==> src/rtl/alu_cmd_sequencer_if.sv <==
// Bundle of command, ALU-side and response signals for alu_cmd_sequencer.
// The slave modport is the sequencer; the master modport is its environment
// (command source, external 4-bit ALU and response sink).
// Optional macro: ALU_SEQ_ZERO_FLAG_EN adds the rsp_zero signal.
interface alu_cmd_sequencer_if;
   logic       cmd_valid;
   logic       cmd_ready;
   logic       cmd_load;
   logic [2:0] cmd_op;
   logic [1:0] cmd_dst;
   logic [1:0] cmd_src_a;
   logic [1:0] cmd_src_b;
   logic [3:0] cmd_imm;
   logic [3:0] alu_a;
   logic [3:0] alu_b;
   logic [2:0] alu_sel;
   logic [3:0] alu_out;
   logic       alu_carry;
   logic       rsp_valid;
   logic       rsp_ready;
   logic [3:0] rsp_data;
   logic       rsp_carry;
`ifdef ALU_SEQ_ZERO_FLAG_EN
   logic       rsp_zero;
`endif

   modport master (
      output cmd_valid, cmd_load, cmd_op, cmd_dst, cmd_src_a, cmd_src_b, cmd_imm,
      output alu_out, alu_carry, rsp_ready,
      input  cmd_ready, alu_a, alu_b, alu_sel, rsp_valid, rsp_data, rsp_carry
`ifdef ALU_SEQ_ZERO_FLAG_EN
      , input rsp_zero
`endif
   );

   modport slave (
      input  cmd_valid, cmd_load, cmd_op, cmd_dst, cmd_src_a, cmd_src_b, cmd_imm,
      input  alu_out, alu_carry, rsp_ready,
      output cmd_ready, alu_a, alu_b, alu_sel, rsp_valid, rsp_data, rsp_carry
`ifdef ALU_SEQ_ZERO_FLAG_EN
      , output rsp_zero
`endif
   );
endinterface

==> src/rtl/alu_cmd_sequencer.sv <==
// alu_cmd_sequencer: accepts load / ALU commands, drives an external 4-bit ALU
// from a 4 x 4-bit internal register file, writes results back and returns
// them through a valid/ready response channel.
// Optional macro: ALU_SEQ_ZERO_FLAG_EN adds rsp_zero (rsp_data == 0).
module alu_cmd_sequencer (
   input  logic               clk,
   input  logic               rst,
   alu_cmd_sequencer_if.slave bus
);
   typedef enum logic [1:0] {
      IDLE = 2'd0,
      EXEC = 2'd1,
      RESP = 2'd2
   } state_t;

   state_t     r_state;
   state_t     w_next;
   logic [3:0] r_rf [0:3];
   logic [3:0] r_alu_a;
   logic [3:0] r_alu_b;
   logic [2:0] r_alu_sel;
   logic [1:0] r_dst;
   logic [3:0] r_rsp_data;
   logic       r_rsp_carry;
   logic       w_accept;
`ifdef ALU_SEQ_ZERO_FLAG_EN
   logic       r_rsp_zero;
`endif

   // Carry is only meaningful for add (000) and subtract (001).
   function automatic logic carry_mask(input logic [2:0] sel, input logic carry);
      return ((sel == 3'b000) || (sel == 3'b001)) ? carry : 1'b0;
   endfunction

   assign bus.cmd_ready = (r_state == IDLE) && !rst;
   assign w_accept      = bus.cmd_valid && bus.cmd_ready;
   assign bus.rsp_valid = (r_state == RESP);
   assign bus.rsp_data  = r_rsp_data;
   assign bus.rsp_carry = r_rsp_carry;
   assign bus.alu_a     = r_alu_a;
   assign bus.alu_b     = r_alu_b;
   assign bus.alu_sel   = r_alu_sel;
`ifdef ALU_SEQ_ZERO_FLAG_EN
   assign bus.rsp_zero  = r_rsp_zero;
`endif

   // State register.
   always_ff @(posedge clk) begin
      if (rst) begin
         r_state <= IDLE;
      end else begin
         r_state <= w_next;
      end
   end

   // Next-state: loads skip EXEC, ALU ops spend exactly one cycle there.
   always_comb begin
      w_next = r_state;
      case (r_state)
         IDLE: begin
            if (w_accept) begin
               w_next = bus.cmd_load ? RESP : EXEC;
            end
         end
         EXEC:    w_next = RESP;
         RESP: begin
            if (bus.rsp_ready) begin
               w_next = IDLE;
            end
         end
         default: w_next = IDLE;
      endcase
   end

   // Register file, operand latches and response registers.
   always_ff @(posedge clk) begin
      if (rst) begin
         for (int i = 0; i < 4; i++) begin
            r_rf[i] <= '0;
         end
         r_alu_a     <= '0;
         r_alu_b     <= '0;
         r_alu_sel   <= '0;
         r_dst       <= '0;
         r_rsp_data  <= '0;
         r_rsp_carry <= 1'b0;
`ifdef ALU_SEQ_ZERO_FLAG_EN
         r_rsp_zero  <= 1'b0;
`endif
      end else begin
         if (w_accept) begin
            r_dst <= bus.cmd_dst;
            if (bus.cmd_load) begin
               // Immediate lands in the register file right away; ALU outputs untouched.
               r_rf[bus.cmd_dst] <= bus.cmd_imm;
               r_rsp_data        <= bus.cmd_imm;
               r_rsp_carry       <= 1'b0;
`ifdef ALU_SEQ_ZERO_FLAG_EN
               r_rsp_zero        <= (bus.cmd_imm == 4'h0);
`endif
            end else begin
               // Operands are captured here, so dst == src reads the pre-write value.
               r_alu_a   <= r_rf[bus.cmd_src_a];
               r_alu_b   <= r_rf[bus.cmd_src_b];
               r_alu_sel <= bus.cmd_op;
            end
         end
         if (r_state == EXEC) begin
            r_rf[r_dst] <= bus.alu_out;
            r_rsp_data  <= bus.alu_out;
            r_rsp_carry <= carry_mask(r_alu_sel, bus.alu_carry);
`ifdef ALU_SEQ_ZERO_FLAG_EN
            r_rsp_zero  <= (bus.alu_out == 4'h0);
`endif
         end
      end
   end
endmodule

==> src/flat_wrapper.sv <==
// flat-port wrapper written by rule: the top's interface ports become plain ports
module alu_cmd_sequencer_flat 
  (clk, rst, bus_cmd_valid, bus_cmd_load, bus_cmd_op, bus_cmd_dst, bus_cmd_src_a, bus_cmd_src_b, bus_cmd_imm, bus_alu_out, bus_alu_carry, bus_rsp_ready, bus_cmd_ready, bus_alu_a, bus_alu_b, bus_alu_sel, bus_rsp_valid, bus_rsp_data, bus_rsp_carry);
  alu_cmd_sequencer_if bus_i ();
  input  logic clk;
  input  logic rst;
  input wire logic [$bits(bus_i.cmd_valid)-1:0] bus_cmd_valid;
  input wire logic [$bits(bus_i.cmd_load)-1:0] bus_cmd_load;
  input wire logic [$bits(bus_i.cmd_op)-1:0] bus_cmd_op;
  input wire logic [$bits(bus_i.cmd_dst)-1:0] bus_cmd_dst;
  input wire logic [$bits(bus_i.cmd_src_a)-1:0] bus_cmd_src_a;
  input wire logic [$bits(bus_i.cmd_src_b)-1:0] bus_cmd_src_b;
  input wire logic [$bits(bus_i.cmd_imm)-1:0] bus_cmd_imm;
  input wire logic [$bits(bus_i.alu_out)-1:0] bus_alu_out;
  input wire logic [$bits(bus_i.alu_carry)-1:0] bus_alu_carry;
  input wire logic [$bits(bus_i.rsp_ready)-1:0] bus_rsp_ready;
  output wire logic [$bits(bus_i.cmd_ready)-1:0] bus_cmd_ready;
  output wire logic [$bits(bus_i.alu_a)-1:0] bus_alu_a;
  output wire logic [$bits(bus_i.alu_b)-1:0] bus_alu_b;
  output wire logic [$bits(bus_i.alu_sel)-1:0] bus_alu_sel;
  output wire logic [$bits(bus_i.rsp_valid)-1:0] bus_rsp_valid;
  output wire logic [$bits(bus_i.rsp_data)-1:0] bus_rsp_data;
  output wire logic [$bits(bus_i.rsp_carry)-1:0] bus_rsp_carry;
  assign bus_i.cmd_valid = bus_cmd_valid;
  assign bus_i.cmd_load = bus_cmd_load;
  assign bus_i.cmd_op = bus_cmd_op;
  assign bus_i.cmd_dst = bus_cmd_dst;
  assign bus_i.cmd_src_a = bus_cmd_src_a;
  assign bus_i.cmd_src_b = bus_cmd_src_b;
  assign bus_i.cmd_imm = bus_cmd_imm;
  assign bus_i.alu_out = bus_alu_out;
  assign bus_i.alu_carry = bus_alu_carry;
  assign bus_i.rsp_ready = bus_rsp_ready;
  assign bus_cmd_ready = bus_i.cmd_ready;
  assign bus_alu_a = bus_i.alu_a;
  assign bus_alu_b = bus_i.alu_b;
  assign bus_alu_sel = bus_i.alu_sel;
  assign bus_rsp_valid = bus_i.rsp_valid;
  assign bus_rsp_data = bus_i.rsp_data;
  assign bus_rsp_carry = bus_i.rsp_carry;
  alu_cmd_sequencer u_core (.clk(clk), .rst(rst), .bus(bus_i));
endmodule
==> config.mk <==
export PLATFORM = sky130hd
export DESIGN_NAME = alu_cmd_sequencer_flat
export DESIGN_NICKNAME = d
export VERILOG_FILES = /design/src/rtl/alu_cmd_sequencer_if.sv /design/src/rtl/alu_cmd_sequencer.sv /design/src/flat_wrapper.sv
export SDC_FILE = /design/constraint.sdc
export NUM_CORES = 1
export LEC_CHECK = 0
export CORE_UTILIZATION = 40
export DETAILED_ROUTE_END_ITERATION = 7
export GPL_ROUTABILITY_DRIVEN = 0
export GPL_TIMING_DRIVEN = 0
export HOLD_SLACK_MARGIN = 0.08
export PLACE_DENSITY_LB_ADDON = 0.25
export SETUP_SLACK_MARGIN = 0.3
export SLEW_MARGIN = 40
export SYNTH_ARGS = -nofsm -noshare
export SYNTH_HDL_FRONTEND = slang
export SYNTH_SLANG_ARGS = --single-unit
==> constraint.sdc <==
create_clock -name clk -period 1.6 [get_ports clk]
set_input_delay 0.24 -clock clk [delete_from_list [all_inputs] [get_ports clk]]
set_output_delay 0.24 -clock clk [all_outputs]
set_load 0.005 [all_outputs]
==> summary.md, run 1 <==
| Metric | Value |
|---|---|
| RR Endpoint | u_core.r_rf[1][1]$_SDFFCE_PN0P_ |
| Total routed wirelength | 5.81 mm |
| Synth area leaders | edfxtp_1 26%, dfxtp_1 22%, mux4_2 9.9% |
| Pre-antenna DRT Iters | 4 |
| Share of post-route cells with drive strength above 1 | 56.8% |
| Antenna-violating nets left | 0 |
| PortBufs | 40 |
| Kind of critical path | reg2reg |
| Simple-gate area share of the yosys netlist | 18.5% |
| I/O Pins | 41 |
| Syn Nets | 184 |
| Max-slew violation count | 0 |
| Setup crit end | u_core.r_rf[1][1]$_SDFFCE_PN0P_ |
| Mux share of post-synthesis cell area | 11.0% |
| Pwr/cell area | 776 mW/mm2 |
| Synthesized instance count | 161 |
| GRT overflow | 0 |
| Most frequent cells in the layout | 20 x dlygate4sd2_1, 18 x buf_4, 17 x clkdlybuf4s50_1 |
| CTS Buf Count | 5 |
| Fin crit period | 1570 ps |
| Netlist cell types | 39 |
| Nets | 265 |
| H-tree depth | 2 |
| Most common cell after layout, fill and taps aside | dlygate4sd2_1 |
| Std-Cell Core Area | 0.00435 mm2 |
| Complex-gate fraction of the synthesized area | 16.3% |
| Vias per cell | 5.80 |
| Crit start category | flop |
| Yosys reg bits | 36 |
| Syn. warnings | 0 |
| Peak supply drop | 0.393 mV |
| Residual DRC count | 0 |
| Post-synth top area share | 26.4% |
| Final core area utilization | 72.1% |
| Crit. End Element | flop |
| Post-Syn Area | 0.00182 mm2 |
| CTS max path bufs | 2 |
| Initial antenna violation count | 0 |
| Largest net degree at the start of global routing | 14 |
| P&R area growth vs syn | 72.9% |
| Root buf cell | clkbuf_8 |
| Leading area contributor after synthesis | edfxtp_1 |
| Die height | 69.4 um |
| Final Hold Fails | 0 |
| Number of global-route vias before repair | 1,808 |
| Clock sink count | 36 |
| Die Area | 0.00482 mm2 |
| Max Clk Rate | 637 MHz |
| Critical-path maximum fanout | 5 |
| Pleak | 1.20 nW |
| XOR/XNOR Fraction of Synth Area | 0% |
| Unrepaired setup endpoints after global routing | true |
| CP arrival | 1570 ps |
| R2R Path Start | u_core.r_state[1]$_SDFFE_PP0P_ |
| Fin crit share | 98.2% |
| Mean Syn Cell Area | 11.3 um2 |
| Reg-to-reg slack, setup | 30 ps |
| Clock Skews | 6.80 ps |
| Die W | 69.4 um |
| Effective utilization at floorplan | 41.7% |
| Hpwl dp | 3.34 mm |
| Reg2Reg Depth | 5 |
| Register clock-pin slew on the reported worst setup and hold paths | 80 ps |
| Crit. Startpoint | u_core.r_state[1]$_SDFFE_PP0P_ |
| Synth Area in Adders | 0% |
| Largest family of logic cells by synthesized area | simple AND/OR/NAND/NOR gates |
| Final std cells w/o fill | 295 |
| Routed vias | 1,712 |
| Hold/Removal Path Class | in2reg |
| Total Power | 2.44 mW |
| Final setup fails | 0 |
| Worst skew pair latency | 300 ps |
| Worst slew pin tran | 632 ps |
| Register area share after synthesis | 48.5% |
| DR iter-0 viols | 76 |
| CTS tree | built |
| GR Util All Layers | 24.5% |
| Max Cap Viol | 0 |
| Per-cell routed wire length | 19.7 um |
| Outcome | finished, final reports clean |
| # diodes | 0 |
| First-pass GRT wire length | 9.16 mm |
| CP Data Required Time | 1600 ps |
| Rel. slew slack | 57.8% |
| FP Rows | 24 |
| Cell Count Post-Placement | 253 |
## synthesized netlist by cell type
cell        n
o21ai_1     3
and4b_1     1
mux2i_1     2
mux4_2      8
nor3_1      4
nand2_1     1
nor4b_4     1
nor3b_4     2
a21oi_1    12
o21bai_1    2
nor3_4      1
a32oi_1     6
buf_2       2
nor2b_1     2
edfxtp_1   16
and2b_1     2
and4bb_2    1
or2_2       1
nand3_1    12
o31a_1      1
a211o_1     1
nor4b_1     3
a221oi_1    2
a2bb2oi_2   1
nand2b_1    1
o31ai_4     1
dfxtp_1    20
or3b_1      1
nor2_1     15
buf_6       2
o21ai_0    12
a21bo_2     1
a31oi_1     2
inv_1      11
and2_1      1
or4b_4      1
clkbuf_1    3
buf_4       2
buf_1       1
## metrics by stage
stage | hold WS, ps | setup slack, ps | area [um2] | TNS (ps)
finish | 432 | 29.3 | 3140 | 0
detailed placement | 464 | -556 | 2340 | -17580
global placement | 460 | -523 | 2340 | -16390
global route | 471 | 5.94 | 3140 | 0
CTS | 401 | 78.7 | 3000 | 0
floorplan | 370 | 209 | 1880 | 0
## worst min-delay path by stage
stage	startpoint	to	slack [ps]	cells past startpoint
6_report	rst	u_core.bus.alu_a[3]$_SDFFE_PP0P_	430	4
3_3_place_gp	u_core.bus.alu_sel[0]$_SDFFE_PP0P_	u_core.bus.alu_sel[0]$_SDFFE_PP0P_	460	2
3_5_place_dp	u_core.bus.rsp_data[2]$_SDFFE_PP0P_	u_core.bus.rsp_data[2]$_SDFFE_PP0P_	460	2
2_1_floorplan	bus_alu_carry	u_core.bus.rsp_carry$_SDFFE_PP0P_	370	2
5_1_grt	u_core.bus.alu_b[2]$_SDFFE_PP0P_	u_core.bus.alu_b[2]$_SDFFE_PP0P_	470	2
4_1_cts	rst	u_core.bus.alu_a[3]$_SDFFE_PP0P_	400	4
## what timing repair did
action,CTS,global route
cloned,4,0
endpoints found under the hold margin,0,0
gates resized for setup,103,32
endpoints found under the setup margin,69,53
pin swaps,40,25
setup buffers,27,3
hold buffers,0,0
## cell type report
cell class / count / area (um2)
fillers: 284 / 1210
multi-input cells: 104 / 1170
flip-flops and latches: 36 / 910
repair buffers: 74 / 743
plain buffers: 10 / 95.1
clock buffers: 5 / 68.8
well taps: 52 / 65.1
clock inverters: 3 / 46.3
inverters: 11 / 41.3
## flip-flops by register name (all words and copies together), names as in the netlist
register              cells
u_core.bus.alu_a          4
u_core.bus.alu_b          4
u_core.bus.alu_sel        3
u_core.bus.rsp_carry      1
u_core.bus.rsp_data       4
u_core.r_dst              2
u_core.r_rf              16
u_core.r_state            2
## worst max-delay path, cell delays in order, from the launching register on
cell	delay, ps
dfxtp_4	380
buf_12	140
and4b_2	340
o31ai_4	80
buf_6	140
o21bai_4	180
## where the power goes
group	internal [mW]	leakage, nW	switching, mW	total [mW]
Sequential	1.01	0.338	0.0375	1.05
Combinational	0.295	0.809	0.254	0.550
Clock	0.470	0.0548	0.371	0.840
Total	1.77	1.20	0.663	2.44
## routing by layer
metal / global-route usage (%) / part of all wire, % / vias to the layer above / routed length, um
li1: - / - / 778 / -
met1: 28.4 / 38 / 858 / 2220
met2: 44.8 / 55 / 65 / 3210
met3: 4.94 / 4.7 / 11 / 276
met4: 7.94 / 2.0 / 0 / 114
met5: 0 / 0 / - / 0
## logic make-up after synthesis
logic type / Yosys count
simple gates: 50
buf+inv: 21
compound gates: 44
mux: 10
flops: 36
No activity file was read; power rests on OpenSTA's default activity.
==> run 2: changes to the inputs <==
- HOLD_SLACK_MARGIN: 0.08 -> 0.15
==> results of run 2 <==
Same layout as run 1: the final DEF is identical, and so are final timing and power.
==> run 3: changes to the inputs <==
--- a/constraint.sdc
+++ b/constraint.sdc
@@ -3,2 +3,2 @@
 set_output_delay 0.24 -clock clk [all_outputs]
-set_load 0.005 [all_outputs]
+set_load 0.1 [all_outputs]
==> summary.md, run 3 (same netlist as run 1, synthesis figures left out) <==
| Metric | Value |
|---|---|
| Outcome | finished, final reports clean |
| Max Clk Rate | 629 MHz (-1.2%) |
| Number of global-route vias before repair | 1,555 (-14%) |
| Final Hold Fails | 0 (unchanged) |
| Critical-path maximum fanout | 6 (+1) |
| Most frequent cells in the layout | 17 x clkdlybuf4s50_1, 16 x edfxtp_1, 15 x buf_6 |
| Clock Skews | 3.26 ps (-3.55 ps) |
| Peak supply drop | 0.556 mV (+41%) |
| Max-slew violation count | 0 (unchanged) |
| Kind of critical path | reg2reg |
| Std-Cell Core Area | 0.00435 mm2 (unchanged) |
| Effective utilization at floorplan | 41.7% (unchanged) |
| CP max stage delay | 630 ps (+250 ps) |
| Max reg flops | 16 (unchanged) |
| Area of the multi-input gates | 0.00112 mm2 (-4.7%) |
| PortBufs | 40 (unchanged) |
| Nets | 257 (-3.0%) |
| Root buf cell | clkbuf_8 |
| Hold/Removal Path Class | reg2reg |
| Vias per cell | 5.83 (+0.39%) |
| Top reg by flops | u_core.r_rf |
| Worst slew pin tran | 492 ps (-141 ps) |
| # diodes | 0 (unchanged) |
| I/O Pins | 41 (unchanged) |
| Slowest-stage cell, CP | dfxtp_1 |
| Pwr/cell area | 808 mW/mm2 (+4.2%) |
| Total Power | 2.40 mW (-1.5%) |
| DR iter-0 viols | 57 (-25%) |
| FP Rows | 24 (unchanged) |
| Largest net degree at the start of global routing | 14 (unchanged) |
| First-pass GRT wire length | 7.69 mm (-16%) |
| Pleak | 1.09 nW (-9.6%) |
| Worst skew pair latency | 300 ps (about the same) |
| Clock sink count | 36 (unchanged) |
| GRT overflow | 0 (unchanged) |
| Worst path cell trace | nand2_1 -> a32oi_2 -> o31a_1 |
| Fin crit period | 1590 ps (+18.7 ps) |
| Die Area | 0.00482 mm2 (unchanged) |
| Total negative slack | 0 ps (unchanged) |
| Hold_buf cts | 0 (unchanged) |
| CTS max path bufs | 2 (unchanged) |
| Max Cap Viol | 0 (unchanged) |
| Most common cell after layout, fill and taps aside | clkdlybuf4s50_1 |
| Register clock-pin slew on the reported worst setup and hold paths | 80 ps (about the same) |
| Fin crit share | 99.3% (+1.2 points) |
| P&R area growth vs syn | 63.5% |
| GR Util All Layers | 20.8% (-3.7 points) |
| CTS tree | built |
| Share of post-route cells with drive strength above 1 | 55.3% (-1.5 points) |
| Worst path bufs/invs | 0 (-2) |
| CP Data Required Time | 1590 ps (about the same) |
| CTS Buf Count | 5 (unchanged) |
| H-tree depth | 2 (unchanged) |
| Crit start category | flop |
| Per-cell routed wire length | 19.2 um (-2.5%) |
| Die W | 69.4 um (unchanged) |
| Total routed wirelength | 5.52 mm (-5.1%) |
| CP arrival | 1580 ps (about the same) |
| Residual DRC count | 0 (unchanged) |
| Unrepaired setup endpoints after global routing | true |
| Crit. End Element | flop |
| Pre-antenna DRT Iters | 4 (unchanged) |
| Die height | 69.4 um (unchanged) |
| Fillers | 304 (+7.0%) |
| Sequential cell area | 902 um2 (-0.83%) |
| Initial antenna violation count | 0 (unchanged) |
| Rel. slew slack | 67.2% (+9.3 points) |
| CP delay by family, top | flip-flops |
| Antenna-violating nets left | 0 (unchanged) |
| Final setup fails | 0 (unchanged) |
| Routed vias | 1,672 (-2.3%) |
| Hpwl dp | 3.21 mm (-3.8%) |
-- run 3: cell types whose count changed in the layout (fill, tap and decap cells not counted), sizes merged --
cell         delta
buf             -3
bufbuf          -1
dlygate4sd2    -15
bufinv          -1
clkinvlp        +1
inv             -1
clkinv          +1
clkbuf         +11
-- run 3: path summary, 6_finish.rpt --
kind / start / to / slack, ps / depth (start not counted)
worst max-delay path: u_core.r_dst[1]$_SDFFE_PP0N_ / u_core.r_rf[3][2]$_DFFE_PP_ / 10 / 3
worst min-delay path: u_core.bus.alu_b[2]$_SDFFE_PP0P_ / u_core.bus.alu_b[2]$_SDFFE_PP0P_ / 450 / 2
worst max register to register: u_core.r_dst[1]$_SDFFE_PP0N_ / u_core.r_rf[3][2]$_DFFE_PP_ / 10 / 3
worst min register to register: u_core.bus.alu_b[2]$_SDFFE_PP0P_ / u_core.bus.alu_b[2]$_SDFFE_PP0P_ / 450 / 2
-- run 3: worst register-to-register path: cells and delay by family, from the launching register on --
kind            cells  cell delay (ps)
compound gates      2              490
flops               1              630
simple gates        1              160
-- run 3: repair_timing --
| item | 4_1_cts | 5_1_grt |
|---|---|---|
| hold endpoints to repair | 0 | 0 |
| setup buffers | 11 | 10 |
| endpoints found under the setup margin | 57 | 63 |
| cloned | 3 | 2 |
| gates resized for setup | 65 | 49 |
| pin swaps | 27 | 17 |
-- run 3: per-layer routing --
metal  vias to the layer above  routed length, um  GRT usage, %
met5                         -                  0             0
met4                         0                106          6.35
met3                        10                295          5.23
met2                        59               2880          35.3
met1                       840               2230          26.0
li1                        763                  -             -
-- run 3: per-stage QoR --
step	area, um2	hold slack (ps)	instances	util, %	setup WS (ps)
floorplan	1860	370	161	-	-526
global placement	2330	458	253	53.5	-920
detailed placement	2240	459	253	51.4	-609
CTS	2690	455	275	61.7	53.3
global route	2970	469	287	68.2	-58.2
finish	2970	453	287	68.2	10.6
-- run 3: cell type report --
type | count | share of cell area, %
buffer | 10 | 3.24
clock buffer | 5 | 2.32
clock inverter | 3 | 0.800
inverter | 11 | 1.39
multi-input combinational | 104 | 37.6
sequential | 36 | 30.4
tap | 52 | 2.19
timing repair buffer | 66 | 22.1
-- run 3: power by group --
group          internal (mW)  switching, mW
clock network          0.309          0.382
registers               1.01         0.0435
logic                  0.281          0.376
